File: src/rtl/spi_pkg.sv
// Shared constants and state encoding for the SPI mode-0 peripheral.
package spi_pkg;

   localparam logic SPI_CPOL = 1'b0;
   localparam logic SPI_CPHA = 1'b0;

   localparam int unsigned DEFAULT_FRAME_WIDTH = 8;
   localparam int unsigned MAX_FRAME_WIDTH     = 15;
   localparam logic [MAX_FRAME_WIDTH-1:0] DEFAULT_FILL_WORD = '1;
   localparam int unsigned SYNC_STAGES         = 2;

   typedef enum logic [1:0] {
      ST_IDLE  = 2'd0,
      ST_LOAD  = 2'd1,
      ST_SHIFT = 2'd2
   } spi_state_e;

endpackage

File: src/rtl/sync_edge_detect.sv
// Multi-flop synchronizer for an asynchronous pin, with rise/fall detection
// against one further registered copy of the synchronized level.
module sync_edge_detect
   import spi_pkg::*;
#(
   parameter int unsigned STAGES    = SYNC_STAGES,
   parameter logic        RESET_VAL = 1'b0
) (
   input  logic i_clk,
   input  logic i_rst_n,
   input  logic i_async,
   output logic o_level,
   output logic o_rise,
   output logic o_fall
);

   logic [STAGES-1:0] r_sync;
   logic              r_prev;

   always_ff @(posedge i_clk or negedge i_rst_n) begin
      if (!i_rst_n) begin
         r_sync <= {STAGES{RESET_VAL}};
         r_prev <= RESET_VAL;
      end else begin
         r_sync <= {r_sync[STAGES-2:0], i_async};
         r_prev <= r_sync[STAGES-1];
      end
   end

   assign o_level = r_sync[STAGES-1];
   assign o_rise  =  r_sync[STAGES-1] & ~r_prev;
   assign o_fall  = ~r_sync[STAGES-1] &  r_prev;

endmodule

File: src/rtl/spi_peripheral.sv
// SPI mode-0 target, fully oversampled by clk: receives frames on mosi,
// returns response words on miso, back-to-back frames without cs_n toggling.
module spi_peripheral
   import spi_pkg::*;
#(
   parameter int unsigned                FRAME_WIDTH = DEFAULT_FRAME_WIDTH,
   parameter logic [FRAME_WIDTH-1:0]     FILL_WORD   = DEFAULT_FILL_WORD[FRAME_WIDTH-1:0]
) (
   input  logic                   clk,
   input  logic                   reset_n,
   input  logic                   sclk,
   input  logic                   cs_n,
   input  logic                   mosi,
   output logic                   miso,
   output logic                   miso_oe,
   input  logic [FRAME_WIDTH-1:0] tx_word,
   input  logic                   tx_valid,
   output logic                   tx_ready,
   output logic                   tx_underrun,
   output logic [FRAME_WIDTH-1:0] rx_word,
   output logic                   rx_valid,
   output logic                   frame_error,
   output logic                   busy
);

   localparam int unsigned CNT_W = $clog2(FRAME_WIDTH);

   logic w_sclk_level_unused, w_sclk_rise, w_sclk_fall;
   logic w_cs_level_unused, w_cs_rise, w_cs_fall;
   logic w_mosi, w_mosi_rise_unused, w_mosi_fall_unused;

   sync_edge_detect #(.STAGES(SYNC_STAGES), .RESET_VAL(SPI_CPOL)) u_sync_sclk (
      .i_clk(clk), .i_rst_n(reset_n), .i_async(sclk),
      .o_level(w_sclk_level_unused), .o_rise(w_sclk_rise), .o_fall(w_sclk_fall)
   );

   sync_edge_detect #(.STAGES(SYNC_STAGES), .RESET_VAL(1'b1)) u_sync_cs (
      .i_clk(clk), .i_rst_n(reset_n), .i_async(cs_n),
      .o_level(w_cs_level_unused), .o_rise(w_cs_rise), .o_fall(w_cs_fall)
   );

   sync_edge_detect #(.STAGES(SYNC_STAGES), .RESET_VAL(1'b1)) u_sync_mosi (
      .i_clk(clk), .i_rst_n(reset_n), .i_async(mosi),
      .o_level(w_mosi), .o_rise(w_mosi_rise_unused), .o_fall(w_mosi_fall_unused)
   );

   spi_state_e             r_state, w_state_nxt;
   logic [CNT_W-1:0]       r_bit_cnt;
   logic [FRAME_WIDTH-1:0] r_shift_in, r_shift_out, r_rx_word;
   logic                   r_rx_valid, r_frame_error, r_miso, r_miso_oe;
   logic                   r_wrapped;

   logic                   w_load, w_sample, w_fall_shift, w_abort;
   logic                   w_last_bit;
   logic [FRAME_WIDTH-1:0] w_load_word, w_in_word;

   assign w_last_bit  = (r_bit_cnt == CNT_W'(FRAME_WIDTH - 1));
   assign w_load_word = tx_valid ? tx_word : FILL_WORD;
   assign w_in_word   = {r_shift_in[FRAME_WIDTH-2:0], w_mosi};

   always_ff @(posedge clk or negedge reset_n) begin
      if (!reset_n) r_state <= ST_IDLE;
      else          r_state <= w_state_nxt;
   end

   // cs_n deassertion is checked first so it discards any sclk edge in the same cycle.
   // A fall with bit_cnt==0 is a frame boundary only after a completed frame (r_wrapped).
   always_comb begin
      w_state_nxt  = r_state;
      tx_ready     = 1'b0;
      tx_underrun  = 1'b0;
      w_load       = 1'b0;
      w_sample     = 1'b0;
      w_fall_shift = 1'b0;
      w_abort      = 1'b0;
      case (r_state)
         ST_IDLE: begin
            if (w_cs_fall) w_state_nxt = ST_LOAD;
         end
         ST_LOAD: begin
            tx_ready    = 1'b1;
            tx_underrun = ~tx_valid;
            if (w_cs_rise) begin
               w_abort     = 1'b1;
               w_state_nxt = ST_IDLE;
            end else begin
               w_load      = 1'b1;
               w_state_nxt = ST_SHIFT;
            end
         end
         ST_SHIFT: begin
            if (w_cs_rise) begin
               w_abort     = 1'b1;
               w_state_nxt = ST_IDLE;
            end else if (w_sclk_rise) begin
               w_sample = 1'b1;
            end else if (w_sclk_fall) begin
               if (r_bit_cnt != '0) w_fall_shift = 1'b1;
               else if (r_wrapped)  w_state_nxt  = ST_LOAD;
            end
         end
         default: w_state_nxt = ST_IDLE;
      endcase
   end

   always_ff @(posedge clk or negedge reset_n) begin
      if (!reset_n) begin
         r_bit_cnt     <= '0;
         r_shift_in    <= '0;
         r_shift_out   <= '1;
         r_rx_word     <= '1;
         r_rx_valid    <= 1'b0;
         r_frame_error <= 1'b0;
         r_miso        <= 1'b1;
         r_miso_oe     <= 1'b0;
         r_wrapped     <= 1'b0;
      end else begin
         r_rx_valid    <= 1'b0;
         r_frame_error <= 1'b0;
         if (w_abort) begin
            r_frame_error <= (r_bit_cnt != '0);
            r_bit_cnt     <= '0;
            r_miso        <= 1'b1;
            r_miso_oe     <= 1'b0;
            r_wrapped     <= 1'b0;
         end else if (w_load) begin
            r_shift_out <= w_load_word;
            r_miso      <= w_load_word[FRAME_WIDTH-1];
            r_miso_oe   <= 1'b1;
            r_wrapped   <= 1'b0;
         end else if (w_sample) begin
            r_shift_in <= w_in_word;
            if (w_last_bit) begin
               r_rx_word  <= w_in_word;
               r_rx_valid <= 1'b1;
               r_bit_cnt  <= '0;
               r_wrapped  <= 1'b1;
            end else begin
               r_bit_cnt <= r_bit_cnt + 1'b1;
            end
         end else if (w_fall_shift) begin
            r_shift_out <= {r_shift_out[FRAME_WIDTH-2:0], 1'b1};
            r_miso      <= r_shift_out[FRAME_WIDTH-2];
         end
      end
   end

   assign miso        = r_miso;
   assign miso_oe     = r_miso_oe;
   assign rx_word     = r_rx_word;
   assign rx_valid    = r_rx_valid;
   assign frame_error = r_frame_error;
   assign busy        = (r_state == ST_SHIFT);

endmodule

File: config.mk
export PLATFORM = sky130hd
export DESIGN_NAME = spi_peripheral
export DESIGN_NICKNAME = d
export VERILOG_FILES = /design/src/rtl/spi_pkg.sv /design/src/rtl/sync_edge_detect.sv /design/src/rtl/spi_peripheral.sv
export SDC_FILE = /design/constraint.sdc
export NUM_CORES = 1
export LEC_CHECK = 0
export CAP_MARGIN = 5
export CORE_ASPECT_RATIO = 1.75
export CORE_UTILIZATION = 40
export CTS_CLUSTER_SIZE = 12
export DETAILED_ROUTE_END_ITERATION = 8
export GPL_TIMING_DRIVEN = 0
export SYNTH_ARGS = -nofsm -noshare
export SYNTH_HDL_FRONTEND = slang
export SYNTH_SLANG_ARGS = --single-unit
File: constraint.sdc
create_clock -name clk -period 2.15 [get_ports clk]
set_input_delay 0.215 -clock clk [delete_from_list [all_inputs] [get_ports clk]]
set_output_delay 0.215 -clock clk [all_outputs]
set_load 0.02 [all_outputs]
# After elaboration in Yosys (flattened, before gate mapping)
# Cells that the tools add are included.
dict set report totals {
  register_bits 40
  elab_cells 99
  output_inout_bits 15
}
dict set report op_classes {
  n_eq_ne 11
  addsub 1
  n_mux 45
  bitwise_logic 11
  reduce_logical 16
}
# op n
set op_table {}
lappend op_table {{1-bit 2-to-1 mux} 29}
lappend op_table {{7-bit 2-to-1 mux} 3}
lappend op_table {{2-bit 2-to-1 mux} 7}
lappend op_table {{3-bit 2-to-1 mux} 4}
lappend op_table {{3-bit nonzero test} 4}
lappend op_table {{3-bit by 2-bit inequality test with 1-bit output, second input constant} 3}
lappend op_table {{8-bit 2-to-1 mux} 1}
lappend op_table {{1-bit NOT} 7}
lappend op_table {{3-bit by 1-bit inequality test with 1-bit output, second input constant} 2}
lappend op_table {{2-bit case mux with 3 select lines} 1}
lappend op_table {{2-bit AND reduction} 3}
lappend op_table {{3-bit AND reduction} 2}
lappend op_table {{2-bit nonzero test} 3}
lappend op_table {{5-bit AND reduction} 1}
lappend op_table {{1-bit bitwise AND} 4}
lappend op_table {{2-bit by 1-bit inequality test with 1-bit output, second input constant} 2}
lappend op_table {{4-bit AND reduction} 1}
lappend op_table {{3-bit by 1-bit adder with 3-bit output, second input constant} 1}
lappend op_table {{3-bit == test, second input constant} 1}
lappend op_table {{2-bit by 1-bit == test with 1-bit output, second input constant} 1}
lappend op_table {{2-bit == test, second input constant} 1}
lappend op_table {{2-bit logical NOT} 1}
lappend op_table {{2-bit inequality test, second input constant} 1}
lappend op_table {{2-bit OR reduction} 1}

# Longest topological paths before layout
dict set report logic_depth {
  ltp_word 10
  ltp_mapped 7
  mapped_depth_nobuf 6
}

# Hierarchy
# A second synthesis with hierarchy kept.
dict set report hier_totals {
  cells_unflattened 138
  hier_area_um2 1778.0
}
# mod area_each_um2 cells_per_inst n_inst seq_area_each_um2
set by_module_without_submodules {}
lappend by_module_without_submodules {spi_peripheral 1500.2 123 1 820.8}
lappend by_module_without_submodules {{sync_edge_detect (u_sync_cs ...)} 93.8 5 2 78.8}
lappend by_module_without_submodules {{sync_edge_detect (u_sync_sclk)} 90.1 5 1 75.1}

# Least setup slack after synthesis
# No wires, ideal clock.
dict set report synth_path {
  kind {register to register}
  from {register r_state[0]}
  to {register r_shift_in[3]}
  slack_ns 0.396
  setup_time_ns 0.125
  required_time_ns 2.025
  n_path_buf 1
  stages_incl_launch_ff 6
  t_arrival_ns 1.628
  cell_sequence {dfrtp_1 > inv_1 > ha_1 > nor4b_4 > buf_6 > mux2_4}
}
dict set report synth_between {
  elab_chain_cells 5
}
# element line
set synth_lines {}
lappend synth_lines {{from (decl)} spi_peripheral.sv:47} ;# spi_state_e r_state, w_state_nxt;
lappend synth_lines {{from (signal assigned)} spi_peripheral.sv:63} ;# else r_state <= w_state_nxt;
lappend synth_lines {{2-bit == test *} -}
lappend synth_lines {{via busy} spi_peripheral.sv:23} ;# output logic busy
lappend synth_lines {{2-bit OR reduction (no line)} -}
lappend synth_lines {{1-bit 2-to-1 mux} -}
lappend synth_lines {{1-bit NOT (no line)} -}
lappend synth_lines {{3-bit AND reduction (no line) *} -}
lappend synth_lines {{to (signal assigned)} spi_peripheral.sv:132} ;# r_shift_in <= w_in_word;
lappend synth_lines {{to (decl)} spi_peripheral.sv:49} ;# logic [FRAME_WIDTH-1:0] r_shift_in, r_shift_out, r_rx_word;
# The timed path passes the listed nets; every way through them passes the cells marked *.
# A chain may end at the register's enable or synchronous reset.

# Worst setup path in the final report
dict set report layout_path {
  from {register r_state[1]}
  to {output tx_underrun}
}
dict set report layout_between {
  elab_chain_cells 2
}
# element line
set layout_lines {}
lappend layout_lines {{2-bit by 1-bit == test with 1-bit output} spi_peripheral.sv:76} ;# case (r_state)
lappend layout_lines {{1-bit 2-to-1 mux} spi_peripheral.sv:76}
lappend layout_lines {{to (decl)} spi_peripheral.sv:19} ;# output logic tx_underrun,
# No other way between the ends.

==> impl_results.md <==
- Layout Area Growth over Synthesis: 25.1%
- Total global-route track usage: 16.5%
- # nets final: 191
- Clock root buffer master: clkbuf_8
- Cell-by-cell trace of the critical path: inv_1 -> ha_2 -> nor2b_1 -> clkdlybuf4s50_1
- Unique cell type count in the Yosys netlist: 34
- Number of buffers and inverters on the critical path: 2
- DR WL/cell: 15.3 µm
- Highest achievable clock rate: between 0.4 and 0.5 GHz
- Period utilisation layout: 94.1%
- Port Buf Inserts: 28
- CTS tree: done
- First-pass GRT wire length: 5730 µm
- Commonest cells after routing, fill and taps aside: 27 x clkdlybuf4s50_1, 21 x dfstp_2, 19 x dfrtp_1
- Die Area: ~4800 µm²
- Ys Warns: 0
- Buffers from clock root to sink, at most: 2
- Slew at the pin with the worst max-slew slack: 842 ps
- Total gr overflow: 0
- Power Dens Cells: 995 nW/µm²
- Relative slew slack: between 40 and 50%
- 1st-pass router iterations: 6
- Post-DRT Antenna Nets: 0
- Post-Synthesis Net Count: 156
- Slew Limit Fails: 0
- Resized cells post-CTS: 0
- Number of buffers added to fix hold violations after cts: 0
- Post-layout min period: 2020 ps
- Number of vias after detailed routing: 1104
- Sequential area share after synthesis: a little under three fifths
- Vertical die dimension: around 91 µm
- Synthesized instance count: 135
- Largest fanout on the critical path: 6
- Total CTS buffers: 5
- Worst setup SP type: flop
- Syn avg cell area: around 13 µm²
- Post-CTS setup-driven buffer insertion count: 0
- Setup repair after global routing missed its margin: false
- IR drop worst, VDD: 0.650 mV
- Via/cell ratio: between 4 and 5
- Slowest cell delay on critical path: 600 ps
- Leak pwr: 1.02 nW
- Total wire length after detailed routing: between 3000 and 4000 µm
- Arrival @ worst endpoint: ~1800 ps
- Worst hold-check path type: primary input to async pin
- Synthesized flop and latch total: 40
- MaxCap Viol Count: 0
- Layout cells sized above 1: 33.3%
- Number of sinks handled by clock tree synthesis: 40
- Initial core utilization: between 40% and 50%
- Die boundary width: 52.7 µm
- Skew final: 6.10 ps
- Num rows: 32
- Placement Cell Area: between 2000 and 2500 µm²
- Outcome: complete, but fails checks
- Routability Congestion: 0.730
- Netlist area before placement: 1800 µm²
- Most common library cell in the layout ignoring fill and taps: clkdlybuf4s50_1
- Clock network latency to the later pin of the worst-skew pair: 290 ps
- Antenna cells: 0
- Family with the most delay on the worst path: buffers and inverters
- Critical path endpoint category: output pin
- Fin. Hold Viols: 0
- Worst Setup Path Type: flop to output pin
- Antenna violations before repair: 0
- Floorplan Core Area: 4360 µm²
- Clock-pin slew on the worst setup and hold paths: 70 ps
- Detailed-placement wirelength estimate: about 2400 µm
- Data required time at the worst endpoint: 1930 ps
- Violations in the final reports: DRC
- IO Pins: 29
- Number of DRC violations after detailed-routing iteration 0: 9
- Remaining DRCs: 1
- Via count of the first global-routing pass: 1192
- Largest net degree at the start of global routing: 41
- Post-route standard cell area excluding fillers: 2250 µm²
- Worst hold slack: ~29 ps
- Number of levels in the clock H-tree: 2
- Critical-path cell with the highest stage delay: clkdlybuf4s50_1
- Final-report setup violation count: 0
[report_power, final]
part	internal, mW	switching, mW
clock	0.343	0.259
sequential	0.934	0.0898
combinational	0.292	0.327
total	1.57	0.675
[path summary, 6_finish.rpt]
path | start | to | slack (ps) | cells after the start
max | r_state[1] | tx_underrun | 130 | 4
min | reset_n | r_state[0] | 30 | 1
max reg2reg | r_state[0] | r_shift_in[4] | 330 | 5
min reg2reg | u_sync_sclk.r_sync[0] | u_sync_sclk.r_sync[1] | 360 | 0
max in group asynchronous | reset_n | u_sync_sclk.r_prev | 1600 | 1
min in group clk | mosi | u_sync_mosi.r_sync[0] | 330 | 1
[flip-flops by register name, indices dropped and copies added, names as in the netlist, 2 cells and up]
register	count
u_sync_mosi.r_sync	2
u_sync_sclk.r_sync	2
r_state	2
u_sync_cs.r_sync	2
r_shift_out	7
r_bit_cnt	3
r_shift_in	7
rx_word	8
[cell usage after synthesis, drive strengths merged]
| cell type | count | share of area (%) |
|---|---|---|
| a21boi | 1 | 0.42 |
| a21oi | 6 | 1.7 |
| a22o | 1 | 0.49 |
| a31oi | 1 | 0.35 |
| a32oi | 1 | 0.49 |
| and2 | 1 | 0.35 |
| and3 | 1 | 0.35 |
| and3b | 1 | 0.49 |
| and4 | 1 | 0.62 |
| buf | 4 | 1.9 |
| dfrtp | 19 | 26 |
| dfstp | 21 | 31 |
| ha | 7 | 4.9 |
| inv | 7 | 1.5 |
| mux2 | 17 | 13 |
| mux2i | 7 | 3.9 |
| nand2 | 11 | 2.4 |
| nand2b | 2 | 1.1 |
| nand3 | 1 | 0.28 |
| nand3b | 1 | 0.42 |
| nand4bb | 1 | 0.62 |
| nor2 | 11 | 2.3 |
| nor2b | 4 | 1.8 |
| nor3 | 1 | 0.28 |
| nor4b | 1 | 1.3 |
| o211ai | 1 | 0.42 |
| o21ai | 4 | 1.1 |
| o21bai | 1 | 0.42 |
[cell type report]
| cell class | count | area [µm²] |
|---|---|---|
| clock inverter | 3 | 42.5 |
| multi-input combinational | 84 | 716 |
| inverter | 7 | 26.3 |
| timing repair buffer | 28 | 275 |
| sequential | 40 | 1030 |
| clock buffer | 5 | 68.8 |
| buffer | 4 | 35.0 |
| fill | 398 | 2110 |
| tap | 51 | 63.8 |
[kinds of logic after synthesis]
| kind of cell | count (synthesis) | share of synthesized area [%] |
|---|---|---|
| and+or+nand+nor | 37 | 12.4 |
| AOI/OAI and AO/OA | 16 | 5.35 |
| buffers and inverters | 11 | 3.40 |
| muxes | 24 | 17.0 |
| adders and majority gates | 7 | 4.86 |
| DFF | 40 | 57.0 |
[through the flow]
step	TNS [ps]	total power, mW	instances	setup slack (ps)	utilization [%]
floorplan	0	1.41	135	396	-
global placement	-798	1.61	214	-43.6	49.2
detailed placement	0	1.65	214	318	49.1
CTS	0	2.27	222	21.3	51.6
global route	0	2.37	222	26.1	51.7
finish	0	2.24	222	127	51.7
[layer usage]
metal | routed length (µm) | track usage (%)
met1 | 1370 | 19.4
met4 | 68 | 6.58
met3 | 95 | 4.88
met2 | 1860 | 27.0
met5 | 0 | 0
(Power assumes the default switching activity.)
